`config.mk`:
```
export PLATFORM = sky130hd
export DESIGN_NAME = alu_exec_unit
export DESIGN_NICKNAME = d
export VERILOG_FILES = /design/src/rtl/alu_exec_unit_pkg.sv /design/src/rtl/alu_core.sv /design/src/rtl/alu_exec_unit.sv
export SDC_FILE = /design/constraint.sdc
export NUM_CORES = 1
export LEC_CHECK = 0
export BUFFER_PORTS_ARGS = -buffer_cell sky130_fd_sc_hd__buf_2
export CAP_MARGIN = 20
export CORE_MARGIN = 2
export CORE_UTILIZATION = 30
export DETAILED_ROUTE_END_ITERATION = 10
export GPL_TIMING_DRIVEN = 0
export PLACE_DENSITY = 0.5
export SLEW_MARGIN = 20
export SYNTH_ARGS = -nofsm -noshare
export SYNTH_HDL_FRONTEND = slang
export SYNTH_SLANG_ARGS = --single-unit
```
`constraint.sdc`:
```
create_clock -name clk -period 3.5 [get_ports clk]
set_clock_uncertainty 0.05 [all_clocks]
set_input_delay 1.05 -clock clk [delete_from_list [all_inputs] [get_ports clk]]
set_output_delay 1.05 -clock clk [all_outputs]
set_load 0.01 [all_outputs]
```
`src/rtl/alu_exec_unit_pkg.sv`:
```
// Shared definitions for the multi-cycle ALU execution unit: word size,
// the 16 ALU control codes produced by the control decoder, and FSM states.
package alu_exec_unit_pkg;

    localparam int WORD_SIZE = 16;

    typedef enum logic [3:0] {
        OP_ADD = 4'h0,
        OP_SUB = 4'h1,
        OP_AND = 4'h2,
        OP_ORR = 4'h3,
        OP_NOT = 4'h4,
        OP_TCP = 4'h5,
        OP_SHL = 4'h6,
        OP_SHR = 4'h7,
        OP_ADI = 4'h8,
        OP_ORI = 4'h9,
        OP_LHI = 4'hA,
        OP_MEM = 4'hB,
        OP_BNE = 4'hC,
        OP_BEQ = 4'hD,
        OP_BGZ = 4'hE,
        OP_BLZ = 4'hF
    } alu_op_e;

    typedef enum logic [1:0] {
        S_IDLE = 2'd0,
        S_EXEC = 2'd1,
        S_DONE = 2'd2
    } state_e;

    // Branch codes occupy the top quarter of the code space (C..F).
    function automatic logic is_branch(input logic [3:0] op);
        return op[3:2] == 2'b11;
    endfunction

endpackage

```
`src/rtl/alu_core.sv`:
```
// Combinational ALU: control code and two operands in, result and branch condition out.
// Build option ALU_FLAGS_EN adds the {Z, N, C, V} flag output.
module alu_core #(
    parameter int W = 16
) (
    input  logic [3:0]   op_code_i,
    input  logic [W-1:0] a_i,
    input  logic [W-1:0] b_i,
    output logic [W-1:0] result_o,
    output logic         bcond_o
`ifdef ALU_FLAGS_EN
    ,
    output logic [3:0]   flags_o
`endif
);
    import alu_exec_unit_pkg::*;

`ifdef ALU_FLAGS_EN
    logic [W:0] sum_w;
    logic [W:0] diff_w;

    // The extra top bit of diff_w is the not-borrow (carry out of A + ~B + 1).
    assign sum_w  = {1'b0, a_i} + {1'b0, b_i};
    assign diff_w = {1'b0, a_i} + {1'b0, ~b_i} + {{W{1'b0}}, 1'b1};
`else
    logic [W-1:0] sum_w;
    logic [W-1:0] diff_w;

    assign sum_w  = a_i + b_i;
    assign diff_w = a_i - b_i;
`endif

    always_comb begin
        // NOTE: every output gets a default first so no path through the case infers a latch.
        result_o = diff_w[W-1:0];
        bcond_o  = 1'b0;
        case (op_code_i)
            OP_ADD, OP_ADI, OP_MEM: result_o = sum_w[W-1:0];
            OP_SUB:                 result_o = diff_w[W-1:0];
            OP_AND:                 result_o = a_i & b_i;
            OP_ORR, OP_ORI:         result_o = a_i | b_i;
            OP_NOT:                 result_o = ~a_i;
            OP_TCP:                 result_o = ~a_i + {{(W-1){1'b0}}, 1'b1};
            OP_SHL:                 result_o = {a_i[W-2:0], 1'b0};
            OP_SHR:                 result_o = {a_i[W-1], a_i[W-1:1]};
            OP_LHI:                 result_o = {b_i[7:0], {(W-8){1'b0}}};
            OP_BNE:                 bcond_o  = (a_i != b_i);
            OP_BEQ:                 bcond_o  = (a_i == b_i);
            OP_BGZ:                 bcond_o  = !a_i[W-1] && (a_i != '0);
            OP_BLZ:                 bcond_o  = a_i[W-1];
            default: ;
        endcase
    end

`ifdef ALU_FLAGS_EN
    logic add_form;
    logic sub_form;

    always_comb begin
        add_form = (op_code_i == OP_ADD) || (op_code_i == OP_ADI) || (op_code_i == OP_MEM);
        sub_form = (op_code_i == OP_SUB) || is_branch(op_code_i);
        flags_o  = {result_o == '0, result_o[W-1], 1'b0, 1'b0};
        if (add_form) begin
            flags_o[1] = sum_w[W];
            flags_o[0] = (a_i[W-1] == b_i[W-1]) && (sum_w[W-1] != a_i[W-1]);
        end else if (sub_form) begin
            flags_o[1] = diff_w[W];
            flags_o[0] = (a_i[W-1] != b_i[W-1]) && (diff_w[W-1] != a_i[W-1]);
        end
    end
`endif

endmodule

```
`src/rtl/alu_exec_unit.sv`:
```
// Handshaked multi-cycle ALU: accepts one op in IDLE, busies for 1+EXTRA_LAT cycles,
// then holds result/bcond until accepted. Build option ALU_FLAGS_EN adds a flags output.
module alu_exec_unit #(
    parameter int WORD_SIZE = alu_exec_unit_pkg::WORD_SIZE,
    parameter int EXTRA_LAT = 0
) (
    input  logic                 clk,
    input  logic                 reset,
    input  logic                 in_valid,
    output logic                 in_ready,
    input  logic [3:0]           op_code,
    input  logic [WORD_SIZE-1:0] op_a,
    input  logic [WORD_SIZE-1:0] op_b,
    output logic                 out_valid,
    input  logic                 out_ready,
    output logic [WORD_SIZE-1:0] result,
    output logic                 bcond
`ifdef ALU_FLAGS_EN
    ,
    output logic [3:0]           flags
`endif
);
    import alu_exec_unit_pkg::*;

    state_e               state_q;
    logic [3:0]           cnt_q;
    logic [3:0]           op_q;
    logic [WORD_SIZE-1:0] a_q;
    logic [WORD_SIZE-1:0] b_q;
    logic [WORD_SIZE-1:0] result_q;
    logic                 bcond_q;
    logic [WORD_SIZE-1:0] result_d;
    logic                 bcond_d;
`ifdef ALU_FLAGS_EN
    logic [3:0]           flags_q;
    logic [3:0]           flags_d;
`endif

    // The core sees only the captured operands, so input changes after accept are invisible.
    alu_core #(
        .W (WORD_SIZE)
    ) u_alu_core (
        .op_code_i (op_q),
        .a_i       (a_q),
        .b_i       (b_q),
        .result_o  (result_d),
        .bcond_o   (bcond_d)
`ifdef ALU_FLAGS_EN
        ,
        .flags_o   (flags_d)
`endif
    );

    always_ff @(posedge clk or posedge reset) begin
        if (reset) begin
            state_q  <= S_IDLE;
            cnt_q    <= '0;
            op_q     <= '0;
            a_q      <= '0;
            b_q      <= '0;
            result_q <= '0;
            bcond_q  <= 1'b0;
`ifdef ALU_FLAGS_EN
            flags_q  <= '0;
`endif
        end else begin
            // NOTE: non-blocking assignments so every register samples pre-edge values.
            case (state_q)
                S_IDLE: begin
                    if (in_valid) begin
                        op_q    <= op_code;
                        a_q     <= op_a;
                        b_q     <= op_b;
                        cnt_q   <= 4'(EXTRA_LAT);
                        state_q <= S_EXEC;
                    end
                end
                S_EXEC: begin
                    if (cnt_q == 4'd0) begin
                        result_q <= result_d;
                        bcond_q  <= bcond_d;
`ifdef ALU_FLAGS_EN
                        flags_q  <= flags_d;
`endif
                        state_q  <= S_DONE;
                    end else begin
                        cnt_q <= cnt_q - 4'd1;
                    end
                end
                S_DONE: begin
                    if (out_ready) begin
                        state_q <= S_IDLE;
                    end
                end
                default: state_q <= S_IDLE;
            endcase
        end
    end

    assign in_ready  = (state_q == S_IDLE);
    assign out_valid = (state_q == S_DONE);
    assign result    = result_q;
    assign bcond     = bcond_q;
`ifdef ALU_FLAGS_EN
    assign flags     = flags_q;
`endif

endmodule

```
Word level (Yosys, flattened, before mapping)
Cells that the tools add are included.

Latch bits: 0. Bits of input ports: 40. Logic and storage cells: 58. Bits in writable memories: 0. Memories: 0. Register bits: 59. Bits in read-only memories: 0. Output and inout bits: 19.

Multiplexer cells: 9. Shift-type cells: 0. $mul: 0. Add/sub/neg operators: 4. Divide/modulo/power cells: 0. Reductions and logical operators: 13. Bitwise operators: 3. Magnitude comparators: 0. Equality and inequality tests: 22.

Operators with widths (number): $pmux 16 s8 (1); $eq 4x4->1 const B (8); $add 16x1->16 const B (1); $add 16x16->16 (1); $and 16x16->16 (1); $eq 16x16->1 (1); $eq 4x3->1 const B (4); $ne 16x16->1 (1); $not 16->16 (1); $or 16x16->16 (1); $reduce_bool 16->1 (1); $sub 16x16->16 (1); $eq 4x2->1 const B (2); $logic_not 4->1 (2); $mux 4 (2); $pmux 4 s2 (1); $mux 2 (3); $ne 2x2->1 const B (3); $pmux 2 s3 (1); $reduce_and 3->1 (2); $pmux 1 s4 (1); $reduce_and 2->1 (2); $sub 4x1->4 const B (1); $reduce_or 3->1 (1); 8 further kinds (8).

Depth between registers and ports, before layout
Gate-level depths: netlist of run 1.

Depth after elaboration: 3. Mapped depth: 10. Gate-level depth less buffers: 9.

Modules after synthesis
Synthesis of run 1 repeated with hierarchy kept, for this count alone.

Cells, all modules: 624. Area total of the unflattened synthesis: 5525.3 µm².

Modules (own cells, without submodules): alu_core (times used 1, seq. area each 0.0 µm², area an instance 3134.3 µm², cells an instance 474); alu_exec_unit (times used 1, seq. area each 1476.4 µm², area an instance 2391.0 µm², cells an instance 150).

Worst setup path after synthesis of run 1
No wires, ideal clock.

Path type: register to register. From: reg a_q[1]. To: reg result_q[7] (netlist: result[7]). Clock period less this slack: 2533 ps. Required time: 3316 ps. Buffers on the path: 0. Arrival: 2349 ps. Setup slack: 967 ps. Library setup time: 134 ps. Stages on the path, launching flop included: 9. Cell sequence: dfrtp_1 > inv_1 > ha_1 > o21ba_2 > a2111o_1 > a31oi_1 > xnor2_1 > a2111oi_2 > a21oi_1.

Longest elaborated chain between the ends: 3. Elaborated cells on any way between the ends: 5. Those cells by class: add/sub (3); mux (1); bitwise (1).

Ends and longest elaborated chain: from (decl) (RTL line alu_exec_unit.sv:28) `logic [WORD_SIZE-1:0] a_q;`; from (signal assigned) (RTL line alu_exec_unit.sv:72) `a_q <= op_a;`; $not 16->16 (RTL line alu_core.sv:43) `OP_TCP: result_o = ~a_i + {{(W-1){1'b0}}, 1'b1};`; $add 16x1->16 (RTL line alu_core.sv:43); $pmux 16 s8 (*) (RTL line alu_core.sv:37) `case (op_code_i)`; to (signal assigned) (RTL line alu_exec_unit.sv:80) `result_q <= result_d;`; to (decl) (RTL line alu_exec_unit.sv:30) `logic [WORD_SIZE-1:0] result_q;`.

Mark *: on every way between the ends. The rest lies on a longest branch, timed or not. A chain may end at the register's enable or synchronous reset.

Worst setup path after layout of run 1
From: reg a_q[7]. To: reg result_q[14] (netlist: result[14]).

The elaborated chain is that of the path after synthesis.

==> results of run 1 <==
## cell type report
type | count | area share
tap | 234 | 0.04418
clock buffer | 12 | 0.03871
inverter | 51 | 0.02927
timing repair buffer | 59 | 0.04683
clock inverter | 4 | 0.01095
sequential | 59 | 0.2228
multi-input combinational | 561 | 0.5761
buffer | 47 | 0.03116
## worst reg2reg max path, delay by kind of cell (launching register included)
| kind | cells | cell delay [ps] |
|---|---|---|
| fa+ha+maj | 1 | 330 |
| simple gates | 4 | 530 |
| compound gates | 2 | 1020 |
| buf+inv | 3 | 780 |
| flops | 1 | 460 |
## how the worst max path moves through the flow
stage | start | endpoint | slack [ps] | cells after the start
2_1_floorplan | reset | a_q[0]$_DFFE_PP0P_ | 940 | 1
6_report | a_q[7]$_DFFE_PP0P_ | result[14]$_DFFE_PP0P_ | 240 | 10
3_5_place_dp | a_q[11]$_DFFE_PP0P_ | bcond$_DFFE_PP0P_ | 310 | 8
3_3_place_gp | reset | result[1]$_DFFE_PP0P_ | -40 | 2
4_1_cts | a_q[11]$_DFFE_PP0P_ | bcond$_DFFE_PP0P_ | 270 | 8
5_1_grt | a_q[11]$_DFFE_PP0P_ | bcond$_DFFE_PP0P_ | 130 | 8
## metal layers
metal  wire length [µm]  vias to the layer above
met2               9646                      286
li1                   -                     2750
met4                756                        0
met5                  0                        -
met3               2072                       45
met1              10260                     2796
## stage by stage
stage / cell area [µm²] / worst slack, ps / utilization / std cells
final: 6626 / 235.9 / 0.3554 / 1027
after global routing: 6626 / 128.2 / 0.3554 / 1027
after CTS: 6626 / 267.9 / 0.3554 / 1027
after detailed placement: 6297 / 309.4 / 0.3378 / 1011
after global placement: 6275 / -40.74 / 0.3366 / 1010
after floorplan: 5692 / 943.7 / - / 718
## logic make-up (layout without fill, tap and decap cells)
kind of cell,Yosys count,count (layout)
AO/OA/AOI/OAI,235,235
XOR/XNOR,19,19
adder cells (fa/ha/maj),58,58
buffers and inverters,98,173
flip-flops,59,59
multiplexers,15,15
AND/OR/NAND/NOR,234,234
## state kept, by name, indices dropped and copies added, names as in the netlist
register,cells
bcond,1
b_q,16
a_q,16
cnt_q,4
op_q,4
state_q,2
result,16
## cell usage after synthesis, types with 5 or more instances
master	number	area share
nor4_1	7	0.0077
o31ai_1	7	0.0092
a21oi_1	40	0.035
o21a_1	6	0.0079
a41oi_1	5	0.0077
ha_1	56	0.12
buf_2	12	0.011
o22ai_1	13	0.014
nor3_1	24	0.021
xnor2_1	15	0.023
inv_1	49	0.032
o211ai_1	7	0.0092
and2_1	6	0.0066
nor2b_1	12	0.013
dfrtp_1	59	0.26
a31oi_1	13	0.014
a211oi_1	5	0.0066
mux2i_1	11	0.019
nand2_1	68	0.045
o21ai_1	7	0.0062
clkbuf_1	31	0.020
nor2_1	52	0.034
a21o_1	8	0.011
nand4_1	12	0.013
o21ai_0	65	0.057
nand2b_1	10	0.011
nand3_1	15	0.013
==> flow_summary.json, run 1 <==
{
  "cp.required_ps": 3720,
  "hpwl_mm": 17.30,
  "synthArstFlopShare": 1.000,
  "holdWs_ps": 433.7,
  "cp-end-kind": "flip-flop",
  "core_um2": 18640,
  "rsz0062_at_grt": "no",
  "grtUsageMet2": 0.3352,
  "worst_pin_slew_ps": 1227,
  "ff_latch_area_um2": 1476,
  "clk_latency_ps": 350,
  "ctsResizeCount": 0,
  "cp_num_buf_inv": 3,
  "gp_congestion": 0.9921,
  "critPathMaxFanout": 9,
  "path_cells": "clkbuf_1 -> inv_1 -> ha_1 -> buf_2 -> and2_1 -> nor3_1 -> a2111oi_0 -> nor3_1 -> nand3b_1 -> a41oi_1",
  "dieWidth_um": 141.7,
  "numCtsBuffers": 9,
  "min-delay-start": "result[2]$_DFFE_PP0P_",
  "port-buffer-count": 58,
  "cpMostUsedCell": "nor3_1",
  "rows": 50,
  "grt_pass1_vias": 5626,
  "fin_crit_sh": 0.9326,
  "overflow": 0,
  "routed_wl_mm": 22.74,
  "final_cell_mix": "70 x buf_2, 68 x nand2_1, 65 x o21ai_0",
  "synthesis.area_um2": 5692,
  "slew_viol_final": 0,
  "crit_type": "flip-flop to flip-flop",
  "cts_root_buf": "clkbuf_16",
  "max_cap_violations": 0,
  "critPathSlowestCell": "a2111oi_0",
  "hold_class": "flip-flop to flip-flop",
  "synth_top_family_by_area": "compound AO/OA/AOI/OAI gates",
  "synth_xor_xnor_area_share": 0.02924,
  "cts_setup_buffers": 0,
  "fillCellCount": 2008,
  "io_pins": 59,
  "reg2regPathDepth": 10,
  "post-route-min-period_ps": 3264,
  "initial_core_util": 0.3053,
  "layout-drive-gt1-share": 0.1375,
  "grtUsageMet3": 0.06007,
  "rr_startpoint": "a_q[7]$_DFFE_PP0P_",
  "hold-path-endpoint": "result[2]$_DFFE_PP0P_",
  "slew_headroom": 0.1607,
  "startpoint_type": "flip-flop",
  "ys_ff_latch": 59,
  "grt_first_pass_wirelength_mm": 34.07,
  "synth_edf_count": 0,
  "htreeDepth": 3,
  "drc": 0,
  "clk_pin_slew_ps": 60,
  "synth_compound_area_frac": 0.2743,
  "cts.hold.buffers_added": 0,
  "grt.total_usage": 0.2281,
  "ys.warnings.count": 0,
  "hold_viol": 0,
  "synthAdderAreaFrac": 0.1301,
  "ys.flop_type": "dfrtp_1",
  "routed-via-count": 5877,
  "clk_path_buf_depth": 2,
  "via_per_inst": 5.722,
  "nNetsFinal": 886,
  "synth-simple-area-share": 0.2077,
  "grt_use_met1": 0.3160,
  "min_delay_path_depth": 2,
  "cts_sinks": 59,
  "syn_nets": 816,
  "ant_nets": 0,
  "syn_inst": 718,
  "tns_ps": 0,
  "yosysSeqAreaShare": 0.2594,
  "cts_tree": "done",
  "multi_input_area_um2": 3817,
  "grt_max_degree": 36,
  "ys_types": 79,
  "max_stage_delay_ps": 790,
  "routedWlPerCell_um": 22.14,
  "antenna_cells": 0,
  "synthToLayoutAreaGrowth_pct": 16.42,
  "firstDrtPassIters": 7,
  "grt.busiest_layer": "met2",
  "fmax_ghz": 0.3064,
  "final-setup-viol-count": 0,
  "final_common_cell": "buf_2",
  "die_h_um": 141.7,
  "status": "complete, no violations",
  "cp_top_family": "compound AO/OA/AOI/OAI gates",
  "grt_antenna_before_repair": 0,
  "synth.avg_cell_area_um2": 7.927,
  "first_iter_violations": 644,
  "reg2reg_to": "result[14]$_DFFE_PP0P_",
  "dieArea_um2": 20090,
  "rrSetupSlack_ps": 240,
  "synth.mux.area_fraction": 0.02924,
  "critical_path_arrival_ps": 3480
}
Power of run 1 is not shown: default switching activity piles up to over one toggle a cycle in this logic, so the estimate is an artifact.
==> inputs of run 2 (changes only) <==
--- a/config.mk
+++ b/config.mk
@@ -5,13 +5,14 @@
 export SDC_FILE = /design/constraint.sdc
 export NUM_CORES = 1
 export LEC_CHECK = 0
-export BUFFER_PORTS_ARGS = -buffer_cell sky130_fd_sc_hd__buf_2
+export BUFFER_PORTS_ARGS = -buffer_cell sky130_fd_sc_hd__buf_4
 export CAP_MARGIN = 20
-export CORE_MARGIN = 2
+export CORE_MARGIN = 5
 export CORE_UTILIZATION = 30
 export DETAILED_ROUTE_END_ITERATION = 10
 export GPL_TIMING_DRIVEN = 0
 export PLACE_DENSITY = 0.5
+export SKIP_CTS_REPAIR_TIMING = 1
 export SLEW_MARGIN = 20
 export SYNTH_ARGS = -nofsm -noshare
 export SYNTH_HDL_FRONTEND = slang
==> run 2 against run 1 <==
  * Global-route usage down 1.9 points
  * Register-to-register slack barely moved
  * Design area increased by 2.8%
  * Core utilization rose by 0.86 points
  * Flip-flop and latch count unchanged
  * Worst hold slack improved by 3.2 ps
  * Critical endpoint unchanged
  * Largest cell class unchanged
  * Highest routed layer unchanged
==> flow_summary.json, run 2 (synthesis results as in run 1) <==
{
  "status": "complete, no violations",
  "cp.required_ps": 3710,
  "ant_nets": 0,
  "grt_first_pass_wirelength_mm": 34.64,
  "overflow": 0,
  "startpoint_type": "flip-flop",
  "io_pins": 59,
  "routed-via-count": 5874,
  "layout-drive-gt1-share": 0.1400,
  "startpoint": "a_q[7]$_DFFE_PP0P_",
  "power_switching_mw": 4.552,
  "clk_pin_slew_ps": 60,
  "grt.total_usage": 0.2086,
  "hpwl_mm": 17.30,
  "rrSetupSlack_ps": 230,
  "p_int_mw": 3.852,
  "synthToLayoutAreaGrowth_pct": 19.65,
  "p_leak_nw": 2.875,
  "slew_headroom": 0.2129,
  "grt_pass1_vias": 5676,
  "critPathMaxFanout": 9,
  "core_um2": 18710,
  "ir_drop_uv": 357.7,
  "multi_input_area_um2": 3824,
  "htreeDepth": 3,
  "grt_max_degree": 37,
  "firstDrtPassIters": 5,
  "cts_root_buf": "clkbuf_16",
  "reg2regPathDepth": 10,
  "fillCellCount": 1988,
  "cp-end-kind": "flip-flop",
  "numCtsBuffers": 9,
  "clock_power_share": 0.131,
  "crit_type": "flip-flop to flip-flop",
  "routedWlPerCell_um": 22.26,
  "rows": 50,
  "fin_crit_sh": 0.9355,
  "fmax_ghz": 0.3054,
  "dieArea_um2": 21830,
  "clk_latency_ps": 350,
  "endpoint": "result[14]$_DFFE_PP0P_",
  "final-setup-viol-count": 0,
  "hold_viol": 0,
  "max_cap_violations": 0,
  "reg2reg_to": "result[14]$_DFFE_PP0P_",
  "initial_core_util": 0.3043,
  "final_cell_area_um2": 6810,
  "hold_class": "flip-flop to flip-flop",
  "worst_pin_slew_ps": 1151,
  "routed_wl_mm": 22.86,
  "tns_ps": 0,
  "min-delay-start": "result[12]$_DFFE_PP0P_",
  "dieWidth_um": 147.7,
  "pwr-share-comb": 0.694,
  "final_common_cell": "nand2_1",
  "cts_sinks": 59,
  "seq_power_share": 0.175,
  "setup_slack_ps": 225.9,
  "nNetsFinal": 886,
  "place_ws_ps": 178.0,
  "finalPower_mw": 8.404,
  "antenna_cells": 0,
  "power_density_nw_per_um2": 1234,
  "grt_antenna_before_repair": 0,
  "post-route-min-period_ps": 3274,
  "critical_path_arrival_ps": 3490,
  "port-buffer-count": 58,
  "rsz0062_at_grt": "no",
  "placed_area_um2": 6442,
  "ff_latch_area_um2": 1476,
  "first_iter_violations": 648,
  "final_util": 0.3641,
  "clk_path_buf_depth": 2,
  "drc": 0,
  "cts_tree": "done",
  "rr_startpoint": "a_q[7]$_DFFE_PP0P_",
  "switching_share": 0.5416,
  "die_h_um": 147.7,
  "final_cell_mix": "68 x nand2_1, 65 x o21ai_0, 59 x dfrtp_1",
  "gp_congestion": 0.9912,
  "slew_viol_final": 0,
  "via_per_inst": 5.720
}
## run 2: cell types whose count changed in the layout (fill, tap and decap cells not counted), sizes merged
| cell | before | now |
|---|---|---|
| bufinv | 2 | 3 |
| clkinvlp | 1 | 0 |
## run 2: stage by stage
stage | instances | hold WS [ps]
after floorplan | 718 | 412.3
after global placement | 1010 | 432.5
after detailed placement | 1011 | 431.9
after CTS | 1027 | 440.0
after global routing | 1027 | 469.3
final | 1027 | 437.0
## run 2: cell type report
type                    count  share of cell area
multi-input cells         561              0.5615
flip-flops and latches     59              0.2168
repair buffers             59             0.06687
well taps                 234             0.04299
clock buffers              12             0.03913
plain buffers              47             0.03031
inverters                  51             0.02848
clock inverters             4             0.01396
## run 2: worst min-delay path by stage
stage | end | slack, ps | cells after the start
after floorplan | cnt_q[0]$_DFFE_PP0P_ | 410 | 1
after global placement | result[12]$_DFFE_PP0P_ | 430 | 2
after detailed placement | cnt_q[0]$_DFFE_PP0P_ | 430 | 1
after CTS | cnt_q[0]$_DFFE_PP0P_ | 440 | 1
after global routing | result[0]$_DFFE_PP0P_ | 470 | 1
final | result[12]$_DFFE_PP0P_ | 440 | 2
## run 2: power groups by stage
stage,registers [mW],clock network [mW],logic (mW)
3_3_place_gp,1.48,0,5.67
4_1_cts,1.47,1.12,5.67
5_1_grt,1.53,1.15,6.31
2_1_floorplan,1.38,0,3.88
3_5_place_dp,1.48,0,5.63
6_report,1.47,1.10,5.83
## run 2: critical path, cell delays in order (launching register included)
cell	delay, ps
dfrtp_1	470
clkbuf_1	370
inv_1	200
ha_1	330
buf_2	220
and2_1	180
nor3_1	80
a2111oi_0	770
nor3_1	110
nand3b_1	200
a41oi_1	220
## run 2: routing by layer
| layer | global-route usage | vias to the layer above | wire, µm |
|---|---|---|---|
| met5 | 0 | - | 0 |
| met4 | 0.08947 | 0 | 837 |
| met3 | 0.05334 | 49 | 2016 |
| met2 | 0.2987 | 311 | 9476 |
| met1 | 0.2959 | 2766 | 10530 |
| li1 | - | 2748 | - |
(Power assumes the default switching activity.)
==> inputs of run 3 (changes only) <==
--- a/config.mk
+++ b/config.mk
@@ -16,4 +16,5 @@
 export SLEW_MARGIN = 20
 export SYNTH_ARGS = -nofsm -noshare
 export SYNTH_HDL_FRONTEND = slang
+export SYNTH_HIERARCHICAL = 1
 export SYNTH_SLANG_ARGS = --single-unit
==> run 3 against run 2 <==
  * Worst hold slack better by 17 ps
  * Synthesized cell count is 13% lower
  * Global-route usage is 3.5 points lower
  * Worst setup slack worse by 37 ps
  * Clock-buffer cell count is 2 lower
  * Die area is 2.7% lower
  * Sequential share of layout area is 0.77 points higher
==> flow_summary.json, run 3 <==
{
  "status": "complete, no violations",
  "routedWlPerCell_um": 20.41,
  "critPathMaxFanout": 10,
  "path_depth": 7,
  "final_common_cell": "buf_4",
  "cp.required_ps": 3720,
  "max_stage_delay_ps": 850,
  "max_cap_violations": 0,
  "critPathSlowestCell": "a21oi_1",
  "port-buffer-count": 58,
  "grt_max_degree": 41,
  "grt.total_usage": 0.1740,
  "clk_pin_slew_ps": 60,
  "drc": 0,
  "synth_common_cells": "59 x dfrtp_1, 53 x ha_1, 45 x inv_1",
  "cpMostUsedCell": "clkbuf_1",
  "synthTopCellsByArea": "dfrtp_1 27%, ha_1 12%, mux2_2 9.0%",
  "core_um2": 18020,
  "hold_viol": 0,
  "cts_tree": "done",
  "dieWidth_um": 145.7,
  "ys.warnings.count": 6,
  "initial_core_util": 0.3065,
  "htreeDepth": 3,
  "clk_latency_ps": 340,
  "gp_congestion": 0.9588,
  "overflow": 0,
  "cp_num_buf_inv": 3,
  "nNetsFinal": 788,
  "stdcell_count": 924,
  "synth_edf_count": 0,
  "hpwl_mm": 14.34,
  "critical_path_arrival_ps": 3540,
  "routed_wl_mm": 18.86,
  "cts_sinks": 59,
  "slew_viol_final": 0,
  "final_cell_area_um2": 6594,
  "clk_path_buf_depth": 2,
  "firstDrtPassIters": 5,
  "ys_types": 73,
  "path_cells": "clkbuf_1 -> clkbuf_1 -> a21oi_1 -> clkbuf_1 -> a221oi_1 -> o221ai_1 -> mux2_4",
  "hold_class": "flip-flop to flip-flop",
  "dp_cells": 912,
  "io_pins": 59,
  "ant_nets": 0,
  "synth.avg_cell_area_um2": 8.855,
  "synthesis.area_um2": 5525,
  "syn_inst": 624,
  "ff_latch_area_um2": 1480,
  "grt_pass1_vias": 5201,
  "place_ws_ps": 22.39,
  "min_delay_path_depth": 1,
  "rsz0062_at_grt": "yes",
  "fmax_ghz": 0.3020,
  "setup_slack_ps": 188.5,
  "placed_area_um2": 6270,
  "final-setup-viol-count": 0,
  "yosysSeqAreaShare": 0.2672,
  "synth_top_area_share": 0.2672,
  "synthArstFlopShare": 1.000,
  "fillCellCount": 1879,
  "post-route-min-period_ps": 3312,
  "cp-end-kind": "flip-flop",
  "antenna_cells": 0,
  "die_h_um": 145.7,
  "first_iter_violations": 724,
  "ys.flop_type": "dfrtp_1",
  "multi_input_area_um2": 3676,
  "ys_ff_latch": 59,
  "cp_top_family": "compound AO/OA/AOI/OAI gates",
  "numCtsBuffers": 9,
  "grt_antenna_before_repair": 0,
  "fin_crit_sh": 0.9462,
  "crit_type": "flip-flop to flip-flop",
  "layout-drive-gt1-share": 0.2259,
  "synthToLayoutAreaGrowth_pct": 19.34,
  "rows": 49,
  "startpoint_type": "flip-flop",
  "routed-via-count": 5272,
  "final_cell_mix": "59 x buf_4, 56 x dfrtp_1, 53 x ha_1",
  "cts_root_buf": "clkbuf_16",
  "slew_headroom": 0.3350,
  "grt_first_pass_wirelength_mm": 29.68,
  "worst_pin_slew_ps": 997.5,
  "yosys.area.top_type": "dfrtp_1",
  "reg2regPathDepth": 7,
  "syn_nets": 719,
  "dieArea_um2": 21230,
  "synth_most_common_cell": "dfrtp_1",
  "via_per_inst": 5.706
}
==> run 3: logic make-up after synthesis <==
kind of cell,Yosys count,share of synthesized area
flip-flops,59,0.2672
AO/OA/AOI/OAI,188,0.2364
buffers and inverters,87,0.07110
AND/OR/NAND/NOR,161,0.1490
multiplexers,59,0.1252
XOR/XNOR,15,0.02378
adder cells (fa/ha/maj),55,0.1273
==> run 3: worst paths after layout <==
path	start	end	slack (ps)
max	op_q[2]$_DFFE_PP0P_	result[6]$_DFFE_PP0P_	190
min in group asynchronous	reset	a_q[5]$_DFFE_PP0P_	620
min	result[13]$_DFFE_PP0P_	result[13]$_DFFE_PP0P_	450
max in group asynchronous	reset	result[14]$_DFFE_PP0P_	2280
max reg2reg	op_q[2]$_DFFE_PP0P_	result[6]$_DFFE_PP0P_	190
min reg2reg	result[13]$_DFFE_PP0P_	result[13]$_DFFE_PP0P_	450
==> run 3: worst reg2reg max path: stages, from the launching register on <==
cell and delay [ps]:
dfrtp_1 430, clkbuf_1 220, clkbuf_1 320, a21oi_1 850
clkbuf_1 640, a221oi_1 210, o221ai_1 320, mux2_4 210
==> run 3: final cells by class <==
class,count,area share
Tap cell,229,0.04345
Multi-Input combinational cell,478,0.5575
Clock buffer,10,0.03624
Inverter,49,0.02827
Buffer,37,0.03112
Clock inverter,3,0.009867
Sequential cell,59,0.2245
Timing Repair Buffer,59,0.06907
==> run 3: stage by stage <==
step	utilization	setup TNS, ps	hold WS (ps)
finish	0.3658	0	454.0
global route	0.3658	-31.08	478.2
CTS	0.3647	0	462.1
detailed placement	0.3478	0	449.3
global placement	0.3466	0	448.8
floorplan	-	0	429.0
==> run 3: metal layers <==
metal | part of all wire | track usage | vias to the layer above
li1 | - | - | 2428
met1 | 0.46 | 0.2454 | 2546
met2 | 0.45 | 0.2652 | 268
met3 | 0.071 | 0.02927 | 30
met4 | 0.021 | 0.06763 | 0
met5 | 0 | 0 | -
Power of run 3 is left out for the same reason.
